==> config.mk <==
export PLATFORM = sky130hd
export DESIGN_NAME = up_core_param
export DESIGN_NICKNAME = d
export VERILOG_FILES = /design/src/rtl/up_core_param.sv
export SDC_FILE = /design/constraint.sdc
export NUM_CORES = 1
export LEC_CHECK = 0
export BUFFER_PORTS_ARGS = -buffer_cell sky130_fd_sc_hd__buf_4
export CAP_MARGIN = 30
export CORE_ASPECT_RATIO = 0.7
export CORE_UTILIZATION = 30
export CTS_CLUSTER_DIAMETER = 120
export DETAILED_ROUTE_END_ITERATION = 10
export PLACE_DENSITY = 0.58
export SKIP_LAST_GASP = 1
export SLEW_MARGIN = 5
export SYNTH_ARGS = -nofsm -noshare
export SYNTH_HDL_FRONTEND = slang
export SYNTH_SLANG_ARGS = --single-unit
==> constraint.sdc <==
create_clock -name i_clock -period 6.1 [get_ports i_clock]
set_clock_uncertainty 0.05 [all_clocks]
set_input_delay 1.22 -clock i_clock [delete_from_list [all_inputs] [get_ports i_clock]]
set_output_delay 1.22 -clock i_clock [all_outputs]
set_load 0.01 [all_outputs]
==> src/rtl/up_core_param.sv <==
// Parametrised two-word accumulator CPU core: FETCH -> EXEC -> (MEMWB) -> FETCH.
// Optional build macro UP_ADC_EN turns ADDI/ADDM into add-with-carry and CMPI/CMPM into subtract-with-borrow.
module up_core_param #(
    parameter int DATA_W = 4,
    parameter int ADDR_W = 12
) (
    input  logic              i_clock,
    input  logic              i_reset,
    input  logic              i_run,
    input  logic [DATA_W-1:0] i_pushbuttons,
    output logic [ADDR_W-1:0] o_prog_addr,
    input  logic [DATA_W+3:0] i_prog_data,
    output logic [ADDR_W-1:0] o_ram_addr,
    output logic              o_ram_we,
    output logic              o_ram_re,
    output logic [DATA_W-1:0] o_ram_wdata,
    input  logic [DATA_W-1:0] i_ram_rdata,
    output logic [DATA_W-1:0] o_out_port,
    output logic              o_phase,
    output logic              o_c_flag,
    output logic              o_z_flag,
    output logic [3:0]        o_instr,
    output logic [DATA_W-1:0] o_oprnd,
    output logic [DATA_W-1:0] o_accu,
    output logic [ADDR_W-1:0] o_pc
);

    localparam logic [1:0] ST_FETCH = 2'd0;
    localparam logic [1:0] ST_EXEC  = 2'd1;
    localparam logic [1:0] ST_MEMWB = 2'd2;

    localparam logic [3:0] OP_JC    = 4'b0000;
    localparam logic [3:0] OP_JNC   = 4'b0001;
    localparam logic [3:0] OP_CMPI  = 4'b0010;
    localparam logic [3:0] OP_CMPM  = 4'b0011;
    localparam logic [3:0] OP_LIT   = 4'b0100;
    localparam logic [3:0] OP_IN    = 4'b0101;
    localparam logic [3:0] OP_LD    = 4'b0110;
    localparam logic [3:0] OP_ST    = 4'b0111;
    localparam logic [3:0] OP_JZ    = 4'b1000;
    localparam logic [3:0] OP_JNZ   = 4'b1001;
    localparam logic [3:0] OP_ADDI  = 4'b1010;
    localparam logic [3:0] OP_ADDM  = 4'b1011;
    localparam logic [3:0] OP_JMP   = 4'b1100;
    localparam logic [3:0] OP_OUT   = 4'b1101;
    localparam logic [3:0] OP_NANDI = 4'b1110;
    localparam logic [3:0] OP_NANDM = 4'b1111;

    logic [1:0]        r_state;
    logic [ADDR_W-1:0] r_pc;
    logic [DATA_W-1:0] r_accu;
    logic              r_c;
    logic              r_z;
    logic [3:0]        r_instr;
    logic [DATA_W-1:0] r_oprnd;
    logic [DATA_W-1:0] r_out;

    logic [ADDR_W-1:0] w_addr;
    logic [ADDR_W-1:0] w_pc_inc;
    logic              w_in_exec;
    logic              w_is_mem_rd;
    logic              w_jump;
    logic [DATA_W-1:0] w_b;
    logic              w_cin;
    logic [DATA_W:0]   w_sum;
    logic [DATA_W:0]   w_diff;
    logic [DATA_W-1:0] w_res;
    logic              w_c_new;
    logic              w_z_new;
    logic              w_wr_acc;
    logic              w_wr_flags;

    // The second word is still on i_prog_data during EXEC because pc already points at it.
    assign w_addr      = ADDR_W'({r_oprnd, i_prog_data});
    assign w_pc_inc    = r_pc + ADDR_W'(1);
    assign w_in_exec   = (r_state == ST_EXEC);
    assign w_is_mem_rd = (r_instr == OP_CMPM) || (r_instr == OP_LD) ||
                         (r_instr == OP_ADDM) || (r_instr == OP_NANDM);

    assign o_ram_we    = w_in_exec && (r_instr == OP_ST);
    assign o_ram_re    = w_in_exec && w_is_mem_rd;
    assign o_ram_addr  = w_addr;
    assign o_ram_wdata = r_accu;
    assign o_prog_addr = r_pc;
    assign o_pc        = r_pc;
    assign o_accu      = r_accu;
    assign o_c_flag    = r_c;
    assign o_z_flag    = r_z;
    assign o_instr     = r_instr;
    assign o_oprnd     = r_oprnd;
    assign o_out_port  = r_out;
    assign o_phase     = (r_state != ST_FETCH);

    // NOTE: every always_comb output gets a default first so no path can infer a latch.
    always_comb begin
        w_jump = 1'b0;
        case (r_instr)
            OP_JC:   w_jump = r_c;
            OP_JNC:  w_jump = !r_c;
            OP_JZ:   w_jump = r_z;
            OP_JNZ:  w_jump = !r_z;
            OP_JMP:  w_jump = 1'b1;
            default: w_jump = 1'b0;
        endcase
    end

    assign w_b = (r_state == ST_MEMWB) ? i_ram_rdata :
                 (r_instr == OP_IN)    ? i_pushbuttons : r_oprnd;

`ifdef UP_ADC_EN
    assign w_cin = r_c;
`else
    assign w_cin = 1'b0;
`endif

    assign w_sum  = {1'b0, r_accu} + {1'b0, w_b} + {{DATA_W{1'b0}}, w_cin};
    assign w_diff = {1'b0, r_accu} - {1'b0, w_b} - {{DATA_W{1'b0}}, w_cin};

    always_comb begin
        w_res      = w_b;
        w_c_new    = 1'b0;
        w_wr_acc   = 1'b0;
        w_wr_flags = 1'b0;
        case (r_instr)
            OP_CMPI, OP_CMPM: begin
                w_res      = w_diff[DATA_W-1:0];
                w_c_new    = w_diff[DATA_W];
                w_wr_flags = 1'b1;
            end
            OP_LIT, OP_IN, OP_LD: begin
                w_wr_acc   = 1'b1;
                w_wr_flags = 1'b1;
            end
            OP_ADDI, OP_ADDM: begin
                w_res      = w_sum[DATA_W-1:0];
                w_c_new    = w_sum[DATA_W];
                w_wr_acc   = 1'b1;
                w_wr_flags = 1'b1;
            end
            OP_NANDI, OP_NANDM: begin
                w_res      = ~(r_accu & w_b);
                w_wr_acc   = 1'b1;
                w_wr_flags = 1'b1;
            end
            default: ;
        endcase
    end

    assign w_z_new = (w_res == '0);

    // NOTE: sequential state uses non-blocking assignments so every register samples pre-edge values.
    always_ff @(posedge i_clock or negedge i_reset) begin
        if (!i_reset) begin
            r_state <= ST_FETCH;
            r_pc    <= '0;
            r_accu  <= '0;
            r_c     <= 1'b0;
            r_z     <= 1'b0;
            r_instr <= '0;
            r_oprnd <= '0;
            r_out   <= '0;
        end else begin
            case (r_state)
                ST_FETCH: begin
                    if (i_run) begin
                        r_instr <= i_prog_data[DATA_W+3:DATA_W];
                        r_oprnd <= i_prog_data[DATA_W-1:0];
                        r_pc    <= w_pc_inc;
                        r_state <= ST_EXEC;
                    end
                end
                ST_EXEC: begin
                    r_pc <= w_jump ? w_addr : w_pc_inc;
                    if (w_is_mem_rd) begin
                        r_state <= ST_MEMWB;
                    end else begin
                        r_state <= ST_FETCH;
                        if (w_wr_acc)
                            r_accu <= w_res;
                        if (w_wr_flags) begin
                            r_c <= w_c_new;
                            r_z <= w_z_new;
                        end
                        if (r_instr == OP_OUT)
                            r_out <= r_accu;
                    end
                end
                ST_MEMWB: begin
                    r_state <= ST_FETCH;
                    if (w_wr_acc)
                        r_accu <= w_res;
                    if (w_wr_flags) begin
                        r_c <= w_c_new;
                        r_z <= w_z_new;
                    end
                end
                default: r_state <= ST_FETCH;
            endcase
        end
    end

endmodule

# Word-level counts from Yosys, hierarchy flattened
# Index checks and enable logic that the tools add are counted.
word_totals:
  word_cells: 77
  input_bits: 19
  output_inout_bits: 61
  ff_bits: 32
op_classes:
  n_eq_ne: 19
  bitwise_logic: 3
  n_mux: 22
  add_sub_neg: 3
  n_reduce_logical: 22
ops:
  columns: ["operator", "count"]
  rows:
  - ["$eq A4 B4 Y1 const B", 8]
  - ["$mux W12", 2]
  - ["$pmux W12 S2", 1]
  - ["$eq A4 B3 Y1 const B", 4]
  - ["$mux W4", 4]
  - ["$add A12 B1 Y12 const B", 1]
  - ["$pmux W4 S3", 1]
  - ["$reduce_or A9 Y1", 1]
  - ["$eq A4 B2 Y1 const B", 2]
  - ["$logic_not A4 Y1", 2]
  - ["$pmux W4 S2", 1]
  - ["$reduce_or A7 Y1", 1]
  - ["$mux W1", 6]
  - ["$pmux W1 S2", 3]
  - ["$reduce_and A2 Y1", 3]
  - ["$reduce_bool A2 Y1", 3]
  - ["$reduce_or A2 Y1", 3]
  - ["$add A4 B4 Y5", 1]
  - ["$pmux W1 S5", 1]
  - ["$sub A4 B4 Y5", 1]
  - ["$and A4 B4 Y4", 1]
  - ["$eq A4 B1 Y1 const B", 1]
  - ["$mux W2", 2]
  - ["$ne A2 B2 Y1 const B", 2]
  - ["10 further kinds", 14]

# Longest topological paths before layout
depth:
  word_depth: 10
  ltp_mapped: 13
  mapped_depth_nobuf: 13

# Worst setup path after synthesis
# OpenSTA, ideal clock, no wires.
synth_timing:
  path_kind: "input -> register"
  from: "input i_pushbuttons[1]"
  to: "register r_accu[2], in the netlist o_accu[2]"
  arrival_time_ps: 3321
  setup_time_ps: 125
  required_ps: 5925
  path_stages: 11
  path_slack_ps: 2605
  n_path_buf: 0
  cell_sequence: "mux2_4 > mux2_4 > ha_1 > inv_1 > ha_1 > and2_1 > a311oi_1 > o22ai_1 > a211oi_1 > a211oi_1 > mux2_2"
synth_between:
  elab_chain_cells: 7
  word_cells_on_any_way: 8
  cone_classes: "add/sub: 2; mux: 6"
synth_rtl:
  columns: ["item", "line_no", "source"]
  rows:
  - ["start: declaration", "10", "input logic [DATA_W-1:0] i_pushbuttons,"]
  - ["$mux W4 *", "108", "(r_instr == OP_IN) ? i_pushbuttons : r_oprnd;"]
  - ["$mux W4 *", "107", "assign w_b = (r_state == ST_MEMWB) ? i_ram_rdata :"]
  - ["$add A4 B4 Y5 / $sub A4 B4 Y5 (equally long branches)", "116, 117", null]
  - ["$pmux W4 S3 *", "124", "case (r_instr)"]
  - ["$mux W4 *", "178, 190", null]
  - ["$mux W4", "174", "if (w_is_mem_rd) begin"]
  - ["$pmux W4 S2 *", "163", "case (r_state)"]
  - ["end signal: assignment", "179", "r_accu <= w_res;"]
  - ["end signal: assignment", "191", "r_accu <= w_res;"]
  - ["end: declaration", "51", "logic [DATA_W-1:0] r_accu;"]
# Every way passes the cells marked *; elsewhere a longest branch is shown, timed or not. The select of a mux whose other input is x is not followed.
# A chain may end at the register's enable or synchronous reset.

# Worst setup path after layout
layout_timing:
  from: "register r_instr[3], in the netlist o_instr[3]"
  to: "register r_accu[2], in the netlist o_accu[2]"
layout_between:
  elab_chain_cells: 9
  word_cells_on_any_way: 29
  cone_classes: "add/sub: 2; eq/ne: 10; mux: 7; bitwise: 2; reduce/logical: 8"
layout_rtl:
  columns: ["item", "line_no", "source"]
  rows:
  - ["start: declaration", "54", "logic [3:0] r_instr;"]
  - ["start signal: assignment", "166", "r_instr <= i_prog_data[DATA_W+3:DATA_W];"]
  - ["parallel branches: the longest is 9 deep, another holds $add A4 B4 Y5", null, null]
# Parallel ways; which one is timed is not known. The select of a mux whose other input is x is not followed.

==> summary.md <==
| Metric | Value |
|---|---|
| Multi-input logic area | 1320 µm² |
| Top FF cell, synth | dfrtp_1 |
| Die H | 77.6 µm |
| HP Start | o_out_port[2]$_DFFE_PN0P_ |
| Crit Path Class | reg -> reg |
| Static leakage power | 1.48 nW |
| Final WS setup | 2.34 ns |
| Vias in the first global route | 2,072 |
| Hold_buf cts | 0 |
| Peak VDD IR | 164 µV |
| CTS resizes | 0 |
| Drt first pass iters | 4 |
| GR Overflow Total | 0 |
| Seq/Total Area, Yosys | 0.327 |
| Maxcap violations | 0 |
| # IOs | 80 |
| Startpoint types | flop |
| Worst endpoint required time | 6.21 ns |
| Via count | 2,206 |
| Worst-Skew Late Latency | 0.27 ns |
| Slew headroom | 0.408 |
| RSZ-0062 raised after global routing | false |
| Syn avg cell area | 8.69 µm² |
| DR DRC count | 0 |
| Final net count | 359 |
| Async SR Flop Fraction | 1.00 |
| Fmax | 266 MHz |
| Cell Area, Placed | 2920 µm² |
| Final Hold Fails | 0 |
| Vias per cell | 5.13 |
| Commonest cells in the netlist | dfrtp_1 (32), buf_4 (28), nand2_1 (25), inv_1 (18) |
| Postcts setup bufs | 0 |
| First-pass GRT wire length | 10,900 µm |
| Largest net degree at the start of global routing | 33 |
| Synth area leaders | dfrtp_1 (33%), buf_4 (8.6%), mux2i_1 (6.1%) |
| Place WS | 2.26 ns |
| Root Driver | clkbuf_16 |
| Max Root-Sink Buffers | 2 |
| Filler cells | 814 |
| Cell count after synthesis | 282 |
| Top-count cell post-synth | dfrtp_1 |
| Routed wl met2 | 2810 µm |
| Wirelength per Cell | 16.3 µm |
| CP endpoint kind | flop |
| CP Max Fanout | 24 |
| Reg2reg start | o_instr[3]$_DFFE_PN0P_ |
| Crit path arrival time | 3.87 ns |
| Clock-pin slew on the worst setup and hold paths | 0.05 ns |
| Tightest Hold Check Type | reg -> reg |
| Max layer used | met4 |
| Area delta synth->final | 24.5% |
| Post-synthesis instance area | 2450 µm² |
| CP Launch Point | o_instr[3]$_DFFE_PN0P_ |
| Routability cong. | 0.870 |
| H-tree depth | 2 |
| Num CTS Buffers | 5 |
| Post-Syn Nets | 312 |
| Post-synth EDFFs | 0 |
| Syn. warnings | 0 |
| CTS tree | yes |
| Die width | 110 µm |
| Period utilisation layout | 0.617 |
| Endpoints failing setup | 0 |
| Core area | 7870 µm² |
| Pwr per Cell Area | 487 nW/µm² |
| Post-synth top area cell | dfrtp_1 |
| Fin. max-slew vios | 0 |
| Routed met1 length | 3530 µm |
| Minimum clock period | 3.76 ns |
| Count of cell types in the netlist | 48 |
| Number of synthesized register bits | 32 |
| Antenna violations before repair | 0 |
| Tot Pwr | 1.48 mW |
| Clock sinks | 32 |
| Routed length on met3 | 616 µm |
| Final ANT Viol Nets | 0 |
| Proportion of layout cells with a drive suffix above 1 | 0.325 |
| Outcome | finished clean |
| DIE AREA | 8540 µm² |
| Drt first-iter violations | 156 |
| Overall routing resource usage | 0.170 |
| Input/output buffers | 79 |
| Rows | 27 |
| Finished Cell Area | 3050 µm² |
| Least-Margin Pin Slew | 0.886 ns |
| DP HPWL | 5420 µm |
| Synth top area share | 0.327 |
| Setup TNS Final | 0 ns |
| Ant diodes | 0 |
| Total Wirelength | 7000 µm |
| Initial Utilization | 0.311 |
| Area occupied by registers | 801 µm² |
-- layer usage --
metal  global-route usage  up-vias
li1                     -     1071
met2                0.233       84
met3               0.0319        4
met1                0.270     1047
met5                    0        -
met4               0.0320        0
-- cell usage in the layout (no fill, tap or decap), types with 6 or more instances in the layout --
cell	instances
buf_4	79
dfrtp_1	32
nand2_1	25
inv_1	18
a21oi_1	17
nor2_1	17
o21ai_0	16
mux2i_1	15
mux2_2	13
nand3_1	10
ha_1	10
nor3_1	6
-- final timing paths --
path / to / slack (ns) / cells after the start
worst max-delay path: o_accu[2]$_DFFE_PN0P_ / 2.34 / 12
worst min-delay path: o_out_port[2]$_DFFE_PN0P_ / 0.46 / 1
worst max register to register: o_accu[2]$_DFFE_PN0P_ / 2.34 / 12
worst min register to register: o_out_port[2]$_DFFE_PN0P_ / 0.46 / 1
max in group asynchronous: o_c_flag$_DFFE_PN0P_ / 4.84 / 1
min in group asynchronous: o_pc[10]$_DFFE_PN0P_ / 0.84 / 1
-- final cells by class --
| type | count | area share |
|---|---|---|
| clock buffers | 6 | 0.0423 |
| clock inverters | 1 | 0.00164 |
| inverters | 19 | 0.0234 |
| multi-input cells | 192 | 0.434 |
| flip-flops and latches | 32 | 0.263 |
| well taps | 101 | 0.0414 |
| repair buffers | 79 | 0.195 |
-- stage by stage --
step                      hold slack, ns  utilization  cells
after floorplan                    0.500            -    282
after global placement             0.445        0.370    423
after detailed placement           0.451        0.370    423
after CTS                          0.463        0.387    430
after global routing               0.486        0.387    430
final                              0.459        0.387    430
-- cell families after synthesis --
group,after synthesis,synth area share
AO/OA/AOI/OAI,63,0.165
XOR/XNOR,3,0.0107
adder cells (fa/ha/maj),11,0.0592
buffers and inverters,58,0.133
flip-flops,32,0.327
multiplexers,30,0.133
AND/OR/NAND/NOR,85,0.172
-- flip-flops by register name, summed over array words and instances (netlist names) --
signal,cells
o_accu,4
o_out_port,4
o_pc,12
o_z_flag,1
r_state,2
o_instr,4
o_c_flag,1
o_oprnd,4
-- report_power, final --
group          switching, mW  internal (mW)  total (mW)
Combinational          0.396          0.403       0.799
Clock                 0.0888          0.148       0.237
Sequential             0.151          0.297       0.448
Total                  0.636          0.848        1.48
-- worst max-delay path, cell delays in order, from the launching register on --
cell	delay [ns]
dfrtp_1	0.64
and4bb_4	0.53
mux2_4	0.32
mux2_4	0.28
ha_1	0.33
inv_1	0.05
ha_1	0.22
and2_1	0.17
a311oi_1	0.25
o22ai_1	0.11
a211oi_1	0.30
a211oi_1	0.10
mux2_2	0.28
(Power assumes the default switching activity.)
